$ cat src/rtl/tpu_pkg.sv
// rtl/tpu_pkg.sv - shared constants and interrupt-select encoding for the timing processing unit
package tpu_pkg;

  localparam int NCH_DEF    = 4;
  localparam int SLOT_W_DEF = 8;
  localparam int TMR_W_DEF  = 16;

  typedef enum logic {
    INT_TICK  = 1'b0,
    INT_FRAME = 1'b1
  } int_sel_e;

endpackage

$ cat src/rtl/tpu_mc_if.sv
// rtl/tpu_mc_if.sv - register-side configuration and status bundle of tpu_mc
interface tpu_mc_if
  import tpu_pkg::*;
#(
  parameter int NCH    = NCH_DEF,
  parameter int SLOT_W = SLOT_W_DEF,
  parameter int TMR_W  = TMR_W_DEF
) ();

  logic [TMR_W-1:0]      TIMER_INT_VALUE;
  logic [SLOT_W-1:0]     FRAME_LEN;
  logic                  TIMERINTMSK;
  logic                  INT_SEL;
  logic                  INT_CLR;
  logic [NCH-1:0]        CH_EN;
  logic [NCH-1:0]        CH_ONESHOT;
  logic [NCH*SLOT_W-1:0] CH_SLOT;
  logic                  TICK;
  logic                  FRAME_START;
  logic [SLOT_W-1:0]     SLOT_CNT;
  logic [NCH-1:0]        CH_ACTIVE;
  logic                  INTFLAG;

  modport master (
    output TIMER_INT_VALUE, FRAME_LEN, TIMERINTMSK, INT_SEL, INT_CLR,
           CH_EN, CH_ONESHOT, CH_SLOT,
    input  TICK, FRAME_START, SLOT_CNT, CH_ACTIVE, INTFLAG
  );

  modport slave (
    input  TIMER_INT_VALUE, FRAME_LEN, TIMERINTMSK, INT_SEL, INT_CLR,
           CH_EN, CH_ONESHOT, CH_SLOT,
    output TICK, FRAME_START, SLOT_CNT, CH_ACTIVE, INTFLAG
  );

endinterface

$ cat src/rtl/tpu_prescaler.sv
// rtl/tpu_prescaler.sv - reload counter producing a slot-boundary strobe; reload of 0 halts it
module tpu_prescaler
  import tpu_pkg::*;
#(
  parameter int TMR_W = TMR_W_DEF
) (
  input  logic             clk,
  input  logic             rst_n,
  input  logic [TMR_W-1:0] reload,
  output logic             tick
);

  logic [TMR_W-1:0] cnt_q, cnt_d;

  // >= rather than == so a reload lowered below the running count fires at once
  always_comb begin
    cnt_d = cnt_q;
    tick  = 1'b0;
    if (reload != '0) begin
      if (cnt_q >= reload - TMR_W'(1)) begin
        cnt_d = '0;
        tick  = 1'b1;
      end else begin
        cnt_d = cnt_q + TMR_W'(1);
      end
    end
  end

  always_ff @(posedge clk) begin
    if (!rst_n) begin
      cnt_q <= '0;
    end else begin
      cnt_q <= cnt_d;
    end
  end

endmodule

$ cat src/rtl/tpu_mc.sv
// rtl/tpu_mc.sv - multi-channel slot timer: prescaled tick, frame slot counter, per-channel windows, interrupt
module tpu_mc
  import tpu_pkg::*;
#(
  parameter int NCH    = NCH_DEF,
  parameter int SLOT_W = SLOT_W_DEF,
  parameter int TMR_W  = TMR_W_DEF
) (
  input logic     SYS_CLK,
  input logic     RSTTPU_N,
  tpu_mc_if.slave bus
);

  logic              tick_en;
  logic [SLOT_W:0]   frame_len_eff;
  logic              tick_q, tick_d;
  logic              frame_start_q, frame_start_d;
  logic [SLOT_W-1:0] slot_cnt_q, slot_cnt_d;
  logic [NCH-1:0]    ch_active_q, ch_active_d;
  logic [NCH-1:0]    armed_q, armed_d;
  logic [NCH-1:0]    hit;
  logic              intflag_q, intflag_d;
  logic              int_event;

  tpu_prescaler #(.TMR_W(TMR_W)) u_prescaler (
    .clk    (SYS_CLK),
    .rst_n  (RSTTPU_N),
    .reload (bus.TIMER_INT_VALUE),
    .tick   (tick_en)
  );

  assign frame_len_eff = (bus.FRAME_LEN == '0) ? {1'b1, {SLOT_W{1'b0}}}
                                               : {1'b0, bus.FRAME_LEN};

  // >= also catches a frame length shrunk below the current slot
  always_comb begin
    tick_d        = tick_en;
    frame_start_d = 1'b0;
    slot_cnt_d    = slot_cnt_q;
    if (tick_en) begin
      if (({1'b0, slot_cnt_q} + (SLOT_W+1)'(1)) >= frame_len_eff) begin
        slot_cnt_d    = '0;
        frame_start_d = 1'b1;
      end else begin
        slot_cnt_d = slot_cnt_q + SLOT_W'(1);
      end
    end
  end

  // Compare against the post-increment slot so the window aligns with TICK
  for (genvar i = 0; i < NCH; i++) begin : g_ch
    assign hit[i] = (armed_q[i] | ~bus.CH_ONESHOT[i]) &
                    (bus.CH_SLOT[i*SLOT_W +: SLOT_W] == slot_cnt_d);
  end

  always_comb begin
    ch_active_d = ch_active_q;
    armed_d     = armed_q;
    for (int i = 0; i < NCH; i++) begin
      if (!bus.CH_EN[i]) begin
        ch_active_d[i] = 1'b0;
        armed_d[i]     = 1'b1;
      end else if (tick_en) begin
        ch_active_d[i] = hit[i];
        armed_d[i]     = ~bus.CH_ONESHOT[i] | (armed_q[i] & ~hit[i]);
      end
    end
  end

  assign int_event = (int_sel_e'(bus.INT_SEL) == INT_FRAME) ? frame_start_q : tick_q;

  always_comb begin
    intflag_d = (int_event & bus.TIMERINTMSK) | (intflag_q & ~bus.INT_CLR);
  end

  always_ff @(posedge SYS_CLK) begin
    if (!RSTTPU_N) begin
      tick_q        <= 1'b0;
      frame_start_q <= 1'b0;
      slot_cnt_q    <= '0;
      ch_active_q   <= '0;
      armed_q       <= '1;
      intflag_q     <= 1'b0;
    end else begin
      tick_q        <= tick_d;
      frame_start_q <= frame_start_d;
      slot_cnt_q    <= slot_cnt_d;
      ch_active_q   <= ch_active_d;
      armed_q       <= armed_d;
      intflag_q     <= intflag_d;
    end
  end

  assign bus.TICK        = tick_q;
  assign bus.FRAME_START = frame_start_q;
  assign bus.SLOT_CNT    = slot_cnt_q;
  assign bus.CH_ACTIVE   = ch_active_q;
  assign bus.INTFLAG     = intflag_q;

endmodule

$ cat src/flat_wrapper.sv
// flat-port wrapper written by rule: the top's interface ports become plain ports
module tpu_mc_flat import tpu_pkg::*;
#(
  parameter int NCH    = NCH_DEF,
  parameter int SLOT_W = SLOT_W_DEF,
  parameter int TMR_W  = TMR_W_DEF
)
  (SYS_CLK, RSTTPU_N, bus_TIMER_INT_VALUE, bus_FRAME_LEN, bus_TIMERINTMSK, bus_INT_SEL, bus_INT_CLR, bus_CH_EN, bus_CH_ONESHOT, bus_CH_SLOT, bus_TICK, bus_FRAME_START, bus_SLOT_CNT, bus_CH_ACTIVE, bus_INTFLAG);
  tpu_mc_if #(.NCH(NCH), .SLOT_W(SLOT_W), .TMR_W(TMR_W)) bus_i ();
  input logic SYS_CLK;
  input logic RSTTPU_N;
  input wire logic [$bits(bus_i.TIMER_INT_VALUE)-1:0] bus_TIMER_INT_VALUE;
  input wire logic [$bits(bus_i.FRAME_LEN)-1:0] bus_FRAME_LEN;
  input wire logic [$bits(bus_i.TIMERINTMSK)-1:0] bus_TIMERINTMSK;
  input wire logic [$bits(bus_i.INT_SEL)-1:0] bus_INT_SEL;
  input wire logic [$bits(bus_i.INT_CLR)-1:0] bus_INT_CLR;
  input wire logic [$bits(bus_i.CH_EN)-1:0] bus_CH_EN;
  input wire logic [$bits(bus_i.CH_ONESHOT)-1:0] bus_CH_ONESHOT;
  input wire logic [$bits(bus_i.CH_SLOT)-1:0] bus_CH_SLOT;
  output wire logic [$bits(bus_i.TICK)-1:0] bus_TICK;
  output wire logic [$bits(bus_i.FRAME_START)-1:0] bus_FRAME_START;
  output wire logic [$bits(bus_i.SLOT_CNT)-1:0] bus_SLOT_CNT;
  output wire logic [$bits(bus_i.CH_ACTIVE)-1:0] bus_CH_ACTIVE;
  output wire logic [$bits(bus_i.INTFLAG)-1:0] bus_INTFLAG;
  assign bus_i.TIMER_INT_VALUE = bus_TIMER_INT_VALUE;
  assign bus_i.FRAME_LEN = bus_FRAME_LEN;
  assign bus_i.TIMERINTMSK = bus_TIMERINTMSK;
  assign bus_i.INT_SEL = bus_INT_SEL;
  assign bus_i.INT_CLR = bus_INT_CLR;
  assign bus_i.CH_EN = bus_CH_EN;
  assign bus_i.CH_ONESHOT = bus_CH_ONESHOT;
  assign bus_i.CH_SLOT = bus_CH_SLOT;
  assign bus_TICK = bus_i.TICK;
  assign bus_FRAME_START = bus_i.FRAME_START;
  assign bus_SLOT_CNT = bus_i.SLOT_CNT;
  assign bus_CH_ACTIVE = bus_i.CH_ACTIVE;
  assign bus_INTFLAG = bus_i.INTFLAG;
  tpu_mc #(.NCH(NCH), .SLOT_W(SLOT_W), .TMR_W(TMR_W)) u_core (.SYS_CLK(SYS_CLK), .RSTTPU_N(RSTTPU_N), .bus(bus_i));
endmodule
$ cat config.mk
export PLATFORM = sky130hd
export DESIGN_NAME = tpu_mc_flat
export DESIGN_NICKNAME = d
export VERILOG_FILES = /design/src/rtl/tpu_pkg.sv /design/src/rtl/tpu_mc_if.sv /design/src/rtl/tpu_prescaler.sv /design/src/rtl/tpu_mc.sv /design/src/flat_wrapper.sv
export SDC_FILE = /design/constraint.sdc
export NUM_CORES = 1
export LEC_CHECK = 0
export CORE_MARGIN = 1
export CORE_UTILIZATION = 40
export CTS_BUF_LIST = sky130_fd_sc_hd__clkbuf_4 sky130_fd_sc_hd__clkbuf_8
export DETAILED_ROUTE_END_ITERATION = 10
export PLACE_DENSITY_LB_ADDON = 0.05
export SLEW_MARGIN = 15
export SYNTH_ARGS = -nofsm -noshare
export SYNTH_HDL_FRONTEND = slang
export SYNTH_HIERARCHICAL = 1
export SYNTH_SLANG_ARGS = --single-unit
export TNS_END_PERCENT = 20
$ cat constraint.sdc
create_clock -name SYS_CLK -period 13.2 [get_ports SYS_CLK]
set_input_delay 2.64 -clock SYS_CLK [delete_from_list [all_inputs] [get_ports SYS_CLK]]
set_output_delay 2.64 -clock SYS_CLK [all_outputs]
set_load 0.03 [all_outputs]
==> Word level (Yosys, flattened, before mapping) <==
Index checks and enable logic that the tools add are counted.
{ "totals": {"memories": 0, "register_bits": 35, "elab_cells": 66, "rom_bits": 0, "out_inout_bits": 15, "in_bits": 69, "ramBits": 0, "latch_bits": 0} }
{ "op_classes": {"order_cmp": 2, "mul": 0, "shift": 0, "add_sub_neg": 4, "div_mod_pow": 0, "eq_ne": 4, "n_mux": 8, "bitwise": 28, "reduce_logical": 7} }
{ "op_table": {"columns": ["cell", "n"], "rows": [
  ["== test 8 bit", 4],
  ["adder 16 x 1 -> 16 bit (second input constant)", 1],
  ["greater-or-equal comparator 16 bit", 1],
  ["two-way mux 16 bit", 1],
  ["two-way mux 8 bit", 2],
  ["nonzero test 16 bit", 1],
  ["subtractor 16 x 1 -> 16 bit (second input constant)", 1],
  ["AND 1 bit", 10],
  ["AND reduction 2 bit", 5],
  ["adder 8 x 1 -> 9 bit (second input constant)", 1],
  ["greater-or-equal comparator 9 bit", 1],
  ["two-way mux 9 bit", 1],
  ["inverter 1 bit", 9],
  ["OR 1 bit", 9],
  ["adder 8 x 1 -> 8 bit (second input constant)", 1],
  ["logical NOT 8 bit", 1],
  ["two-way mux 1 bit", 4]
]} }

==> Depth between registers and ports, before layout <==
Gate-level depths: netlist of run 1.
{ "depth": {"ltp_word": 10, "ltp_mapped": 20} }

==> By module <==
The synthesis of run 1 kept the hierarchy.
{ "modules_own_cells": {"columns": ["mod", "cells_each", "area_per_inst_um2", "instances"], "rows": [
  ["tpu_mc", 291, 2082.0, 1],
  ["tpu_prescaler", 166, 1378.8, 1]
]} }

==> Worst setup path before layout of run 1 <==
OpenSTA, ideal clock, no wires.
{ "synth_path": {"path_kind": "input-to-reg", "start": "input port bus_TIMER_INT_VALUE[0]", "end": "register u_core.armed_q[2]", "required_ns": 13.073, "path_buffers": 1, "path_stages": 20, "setup_ns": 0.127, "arrival_ns": 6.569, "slack_ns": 6.504, "cell_sequence": "inv_1 ha_1 nor4b_4 nand3_1 or3_1 xor2_1 ha_1 nand4_1 nor2_1 o2111ai_1 nand3_1 o21a_1 clkinv_1 a211oi_1 o211ai_1 and2_1 clkbuf_1 xnor2_1 o41a_1 or3_1"} }
{ "synth_between": {"elab_chain_len": 10} }
{ "synth_rtl": {"columns": ["element", "line", "rtl"], "rows": [
  ["start: declaration", "flat_wrapper.sv:12", "input wire logic [$bits(bus_i.TIMER_INT_VALUE)-1:0] bus_TIMER_INT_VALUE;"],
  ["subtractor 16 x 1 -> 16 bit", "tpu_prescaler.sv:20", "if (cnt_q >= reload - TMR_W'(1)) begin"],
  ["greater-or-equal comparator 16 bit", "tpu_prescaler.sv:20", null],
  ["two-way mux 1 bit", "tpu_prescaler.sv:20", null],
  ["two-way mux 1 bit (*)", "tpu_prescaler.sv:19", "if (reload != '0) begin"],
  ["via u_core.tick_d", "tpu_mc.sv:16", "logic tick_q, tick_d;"],
  ["two-way mux 8 bit", "tpu_mc.sv:40", "if (tick_en) begin"],
  ["== test 8 bit", "tpu_mc.sv:53", "(bus.CH_SLOT[i*SLOT_W +: SLOT_W] == slot_cnt_d);"],
  ["AND 1 bit", "tpu_mc.sv:52", "assign hit[i] = (armed_q[i] | ~bus.CH_ONESHOT[i]) &"],
  ["inverter 1 bit", "tpu_mc.sv:65", "armed_d[i] = ~bus.CH_ONESHOT[i] | (armed_q[i] & ~hit[i]);"],
  ["AND 1 bit", "tpu_mc.sv:65", null],
  ["OR 1 bit", "tpu_mc.sv:65", null],
  ["end signal: assignment", "tpu_mc.sv:89", "armed_q <= armed_d;"],
  ["end: declaration", "tpu_mc.sv:20", "logic [NCH-1:0] armed_q, armed_d;"]
]} }
Mark *: on every way through the listed nets, which the timed path passes. The rest lies on a longest branch.
A chain may end at the register's enable or synchronous reset.

==> Final worst setup path of run 1 <==
Ends and elaborated chain as after synthesis.

==> results of run 1 <==
==> cells in the final DEF, fill, tap and decap left out, drive strengths merged, types with 3 or more instances in the layout <==
cell type and instances:
clkdlybuf4s50 83, nor2 52, nand2 38, dfxtp 35
ha 28, xor2 26, inv 25, a21oi 25
nand3 24, nand4 18, xnor2 16, o21ai 16
nor3 12, nor4 11, o211ai 10, a211oi 9
clkbuf 6, nand2b 6, and2 6, or3 6
nor2b 5, o21a 5, o22ai 5, and3 5
a21o 4, o211a 3, o31ai 3, a221o 3
clkinv 3, a31oi 3, nor4b 3
==> cell usage after synthesis, types with 3 or more instances <==
master and count:
a211oi_1 9, a21o_1 4, a21oi_1 24, a221o_1 3
and2_1 5, and3_1 4, clkbuf_1 11, dfxtp_1 35
ha_1 28, inv_1 25, nand2_1 38, nand2b_1 6
nand3_1 23, nand4_1 17, nor2_1 52, nor2b_1 5
nor3_1 11, nor4_1 10, o211a_1 3, o211ai_1 10
o21a_1 5, o21ai_0 14, o22ai_1 5, o31ai_1 3
or3_1 5, xnor2_1 15, xor2_1 26
==> tightest hold or removal path, stage by stage (launching register included) <==
cell     delay, ns
dfxtp_1       0.32
nand2_1       0.06
a21oi_1       0.05
==> report_power, final <==
| part | total, mW | internal (mW) | switching [mW] |
|---|---|---|---|
| registers | 0.110 | 0.107 | 0.00283 |
| clock network | 0.0792 | 0.0410 | 0.0382 |
| logic | 0.0667 | 0.0344 | 0.0323 |
==> layout make-up <==
cell class / instances / area share
Inverter: 27 / 0.0228
Clock inverter: 1 / 0.00113
Clock buffer: 6 / 0.0186
Timing Repair Buffer: 84 / 0.189
Multi-Input combinational cell: 378 / 0.581
Sequential cell: 35 / 0.158
Tap cell: 105 / 0.0296
==> layer usage <==
metal | vias to the layer above | wire length (um) | global-route usage
li1 | 1847 | - | -
met1 | 1688 | 4530 | 0.312
met2 | 140 | 5270 | 0.450
met3 | 22 | 605 | 0.0207
met4 | 0 | 274 | 0.101
met5 | - | 0 | 0
==> how the worst max path moves through the flow <==
stage | from | endpoint | slack, ns | cells after the start
after floorplan | bus_TIMER_INT_VALUE[0] | u_core/armed_q[2] | 6.50 | 20
after CTS | bus_TIMER_INT_VALUE[0] | u_core/armed_q[2] | 5.19 | 21
after global routing | bus_TIMER_INT_VALUE[0] | u_core/armed_q[1] | 4.72 | 21
after global placement | bus_TIMER_INT_VALUE[0] | u_core/armed_q[1] | 5.04 | 21
final | bus_TIMER_INT_VALUE[0] | u_core/armed_q[2] | 5.25 | 21
after detailed placement | bus_TIMER_INT_VALUE[0] | u_core/armed_q[2] | 4.92 | 21
==> cells by family after synthesis <==
| kind of cell | share of synthesized area |
|---|---|
| AO/OA/AOI/OAI | 0.233 |
| XOR/XNOR | 0.108 |
| adder cells (fa/ha/maj) | 0.101 |
| buffers and inverters | 0.0528 |
| flip-flops | 0.202 |
| multiplexers | 0.00615 |
| AND/OR/NAND/NOR | 0.296 |
==> sequential cells by signal (all words and copies together), names as in the netlist <==
signal,count
u_core/bus.CH_ACTIVE,4
u_core/u_prescaler/cnt_q,16
u_core/armed_q,4
u_core/bus.INTFLAG,1
u_core/bus.FRAME_START,1
u_core/bus.TICK,1
u_core/bus.SLOT_CNT,8
==> stage by stage <==
stage	setup slack (ns)	std cells	area [sq um]	util	power [mW]
detailed placement	4.92	629	4350	0.524	0.178
global placement	5.04	629	4350	0.524	0.178
global route	4.72	636	4440	0.535	0.270
floorplan	6.50	457	3460	-	0.143
finish	5.25	636	4440	0.535	0.256
CTS	5.19	636	4440	0.535	0.258
==> results.txt, run 1 <==
Crit path DAT: 8.11 ns
Synth Warn #: 6
Worst Hold Slack: 0.471 ns
H-tree depth: 2
Post-synth top flop: dfxtp_1
Number of global-route vias before repair: 3,603
Layout net count: 628
Worst vdd ir: 0.0000277 V
Power Density: 57.6 nW/um^2
Clock Sinks: 35
Synth top area share: 0.202
Critical path type: in -> reg
Max_cap viols: 0
Hold buffer count at CTS: 0
Drt first pass iters: 5
GRT Util Overall: 0.252
Max-slew violations: 0
Leading area contributor after synthesis: dfxtp_1
Initial core utilization: 0.417
Crit path max-delay cell type: clkinv_1
Antenna diode count: 0
RSZ-0062 raised after global routing: false
CP required: 13.37 ns
Worst setup SP type: input pin
Final hold vios: 0
Footprint of the multi-input gates: 2580 sq um
Hold depth: 2
Cts bufs inserted: 5
Max clock buf depth: 2
Synth cell types: 74
Gr ovfl total: 0
Die H: 95.0 um
Syn_nets: 554
Crit-path cells: clkdlybuf4s50_1 -> inv_1 -> ha_1 -> nor4b_4 -> nand3_1 -> or3_1 -> xor2_1 -> ha_1 -> nand4_1 -> nor2_1 -> o2111ai_1 -> nand3_1 -> o21a_1 -> buf_4 -> clkinv_1 -> a211oi_1 -> a222oi_1 -> nor2b_1 -> a311o_1 -> o41a_1 -> or3_1
F_max: 126 MHz
Synth-to-Final Area Change: 28.2%
Cell count after synthesis: 457
I/O Buffers: 83
Core region area: 8300 sq um
Hold Crit Class: reg -> reg
Hold Path End: u_core/bus.CH_ACTIVE[0]
Clock latency on the worst-skew pair: 0.28 ns
Buf/Inv on CP: 4
Reg2reg start: u_core/bus.SLOT_CNT[2]
Worst R2R Path Depth: 11
Post-CTS Setup Bufs: 0
Setup tns final: 0 ns
Max incr delay on CP: 0.57 ns
Layout cell share with drive strength beyond 1: 0.0452
Drt wl/cell: 16.8 um
Worst R2R End: u_core/armed_q[2]
Ys async rst share: 0
Post-synth EDFFs: 0
Leakage: 1.62 nW
Die area: 9030 sq um
Largest net degree at the start of global routing: 33
Min-delay src: u_core/bus.CH_ACTIVE[0]
Post-Syn Area: 3460 sq um
CP delay by family, top: simple AND/OR/NAND/NOR gates
Iter 0 DRT Violations: 237
Critical path peak fanout: 32
Avg Inst Size Synth: 7.57 sq um
Critical path capture point type: register
Total Wirelength: 10.7 mm
# resized after CTS: 0
CTS tree: yes
Post-synthesis sequential area ratio: 0.202
Status: complete, no violations
Final ANT Viol Nets: 0
Vias per inst: 5.81
Min cycle time layout: 7.95 ns
Std cell rows: 33
Post-DP HPWL: 8.34 mm
Final Skew: 0.0107 ns
I/O pin cnt: 84
First-pass GRT wire length: 17.7 mm
Detailed-route DRC error count: 0
Clock tree root buffer cell: clkbuf_8
DIE WIDTH: 95.0 um
Reg area: 701 sq um
Filler cells: 820
Synth top area cells: dfxtp_1 20%, ha_1 10%, xor2_1 6.6%, nor2_1 5.6%, nand2_1 4.1%
Routability Congestion: 0.916
Slew Limit Headroom: 0.480
Worst-margin pin slew: 0.777 ns
Synth Register Bits: 35
Worst reg2reg setup slack: 8.61 ns
CTS clk-pin slew, worst paths: 0.08 ns
Crit share post-route: 0.602
Initial antenna violation count: 0
Final setup vio count: 0
Vias post-DR: 3,697
Note: power is estimated with default switching activity, not from simulation.
==> run 2, diff against run 1 <==
Clock period 13.2 ns to 6.9 ns, I/O delays scaled along.
==> results.txt, run 2 (synthesis gave the netlist of run 1 again) <==
Status: complete, no violations
Clock latency on the worst-skew pair: 0.29 ns (about the same)
Setup tns final: 0 ns (unchanged)
Max reg flops: 16 (unchanged)
Sw frac: 0.287 (+0.000723)
Critical path capture point type: register
Buf/Inv on CP: 2 (-2)
Core region area: 8300 sq um (unchanged)
I/O Buffers: 83 (unchanged)
Routability Congestion: 0.935 (+2.1%)
Hold buffer count at CTS: 0 (unchanged)
Post-DP HPWL: 8.41 mm (+0.83%)
Final hold vios: 0 (unchanged)
CP delay by family, top: simple AND/OR/NAND/NOR gates
Cells after DPL: 632 (+0.48%)
Commonest cells after routing, fill and taps aside: 83 x clkdlybuf4s50_1, 52 x nor2_1, 38 x nand2_1, 35 x dfxtp_1, 28 x ha_1
Filler cells: 814 (-0.73%)
Initial core utilization: 0.417 (unchanged)
F_max: 161 MHz
Max clock buf depth: 2 (unchanged)
First-pass GRT wire length: 16.9 mm (-4.3%)
Final ANT Viol Nets: 0 (unchanged)
Net Sw Power: 0.141 mW (+92%)
Max incr delay on CP: 0.42 ns (-0.15 ns)
Most common cell after layout, fill and taps aside: clkdlybuf4s50_1
Crit path top cell by count: nand3_1
Std cell rows: 33 (unchanged)
Slew Limit Headroom: 0.426 (-0.0548)
Die H: 95.0 um (unchanged)
Total Wirelength: 10.8 mm (+1.5%)
Number of global-route vias before repair: 3,444 (-4.4%)
Final setup vio count: 0 (unchanged)
Worst R2R End: u_core/armed_q[2]
Power Density: 110 nW/um^2 (+91%)
Final Skew: 0.00994 ns (-0.000713 ns)
Dpl cell area: 4370 sq um (+0.52%)
Cts bufs inserted: 5 (unchanged)
Final Non-Filler Cells: 639 (+0.47%)
Worst R2R Path Depth: 11 (unchanged)
Logic pwr share: 0.262 (about the same)
CTS tree: yes
Max-slew violations: 0 (unchanged)
Worst setup SP type: input pin
Antenna diode count: 0 (unchanged)
Seq pwr share: 0.429 (about the same)
Crit-path cells: clkdlybuf4s50_1 -> inv_1 -> ha_1 -> nor4b_4 -> nand3_1 -> or3_1 -> xor2_1 -> ha_1 -> nand4_1 -> nor2_1 -> o2111ai_1 -> nand3_1 -> o21a_1 -> nand3_1 -> or3_4 -> and2_4 -> a221o_1 -> a2111oi_2 -> nand4_1 -> a221o_1
Crit path DAT: 6.38 ns (-1.73 ns)
Layout net count: 631 (+0.48%)
CP Depth: 20 (-4.8%)
Clock power share: 0.309 (about the same)
CTS clk-pin slew, worst paths: 0.08 ns (about the same)
Worst setup endpoint: u_core/armed_q[1]
DIE WIDTH: 95.0 um (unchanged)
Drt first pass iters: 4 (-1)
Gr ovfl total: 0 (unchanged)
Vias post-DR: 3,778 (+2.2%)
Worst vdd ir: 0.0000671 V (+140%)
Post-CTS Setup Bufs: 0 (unchanged)
Clock tree root buffer cell: clkbuf_8
Crit path max-delay cell type: clkdlybuf4s50_1
RSZ-0062 raised after global routing: false
Critical path type: in -> reg
GRT Util Overall: 0.242 (-0.0102)
P_int: 0.349 mW (+91%)
Reg2reg start: u_core/bus.SLOT_CNT[2]
Worst Hold Slack: 0.478 ns (+0.00694 ns)
Worst reg2reg setup slack: 2.30 ns (-6.31 ns)
Iter 0 DRT Violations: 168 (-29%)
I/O pin cnt: 84 (unchanged)
CP startpoint: bus_TIMER_INT_VALUE[0]
Final instance area: 4460 sq um (+0.51%)
# resized after CTS: 0 (unchanged)
Top reg by flops: u_core/u_prescaler/cnt_q
Initial antenna violation count: 0 (unchanged)
Critical path peak fanout: 8 (-75%)
Max_cap viols: 0 (unchanged)
CP required: 7.07 ns (-6.30 ns)
Vias per inst: 5.91 (+1.7%)
Worst-margin pin slew: 0.859 ns (+0.0819 ns)
Min cycle time layout: 6.21 ns
Hold Crit Class: reg -> reg
Detailed-route DRC error count: 0 (unchanged)
Clock Sinks: 35 (unchanged)
Drt wl/cell: 17.0 um (+1.0%)
Leakage: 1.63 nW (+0.85%)
Largest net degree at the start of global routing: 26 (-21%)
Layout cell share with drive strength beyond 1: 0.0506 (+0.00536)
Die area: 9030 sq um (unchanged)
H-tree depth: 2 (unchanged)
Crit share post-route: 0.900
Synth-to-Final Area Change: 28.9%
## run 2: worst min-delay path by stage
stage,startpoint,end,slack (ns),depth (start not counted)
floorplan,u_core/armed_q[0],u_core/armed_q[0],0.45,1
global placement,u_core/armed_q[0],u_core/armed_q[0],0.47,1
detailed placement,u_core/armed_q[0],u_core/armed_q[0],0.47,1
CTS,u_core/bus.CH_ACTIVE[0],u_core/bus.CH_ACTIVE[0],0.48,2
global route,u_core/bus.CH_ACTIVE[3],u_core/bus.CH_ACTIVE[3],0.50,2
finish,u_core/bus.CH_ACTIVE[3],u_core/bus.CH_ACTIVE[3],0.48,2
## run 2: layout make-up
cell class                      instances  area (sq um)  area share
Sequential cell                        35           701       0.157
Multi-Input combinational cell        378          2580       0.578
Timing Repair Buffer                   87           861       0.193
Tap cell                              105           131      0.0295
Clock buffer                            6          82.6      0.0185
Clock inverter                          1          5.00     0.00112
Inverter                               27           101      0.0227
## run 2: per-layer routing
| layer | track usage | share of wire |
|---|---|---|
| met5 | 0 | 0 |
| met2 | 0.423 | 0.48 |
| met1 | 0.293 | 0.42 |
| met4 | 0.122 | 0.038 |
| met3 | 0.0247 | 0.063 |
## run 2: through the flow
stage	setup WS, ns	power (mW)	utilization
final	0.691	0.490	0.537
after global placement	0.637	0.341	0.527
after floorplan	1.46	0.274	-
after detailed placement	0.442	0.341	0.527
after CTS	0.761	0.495	0.537
after global routing	0.404	0.518	0.537
## run 2: power groups by stage
stage	Clock, mW	Combinational, mW	Sequential, mW
after floorplan	0	0.0593	0.214
after CTS	0.158	0.128	0.210
after global routing	0.168	0.139	0.210
final	0.151	0.128	0.210
after global placement	0	0.127	0.215
after detailed placement	0	0.127	0.214
## run 2: tightest hold or removal path, delay by kind of cell, from the launching register on
| kind | cells | cell delay, ns |
|---|---|---|
| flops | 1 | 0.31 |
| buf+inv | 1 | 0.05 |
| compound gates | 1 | 0.07 |
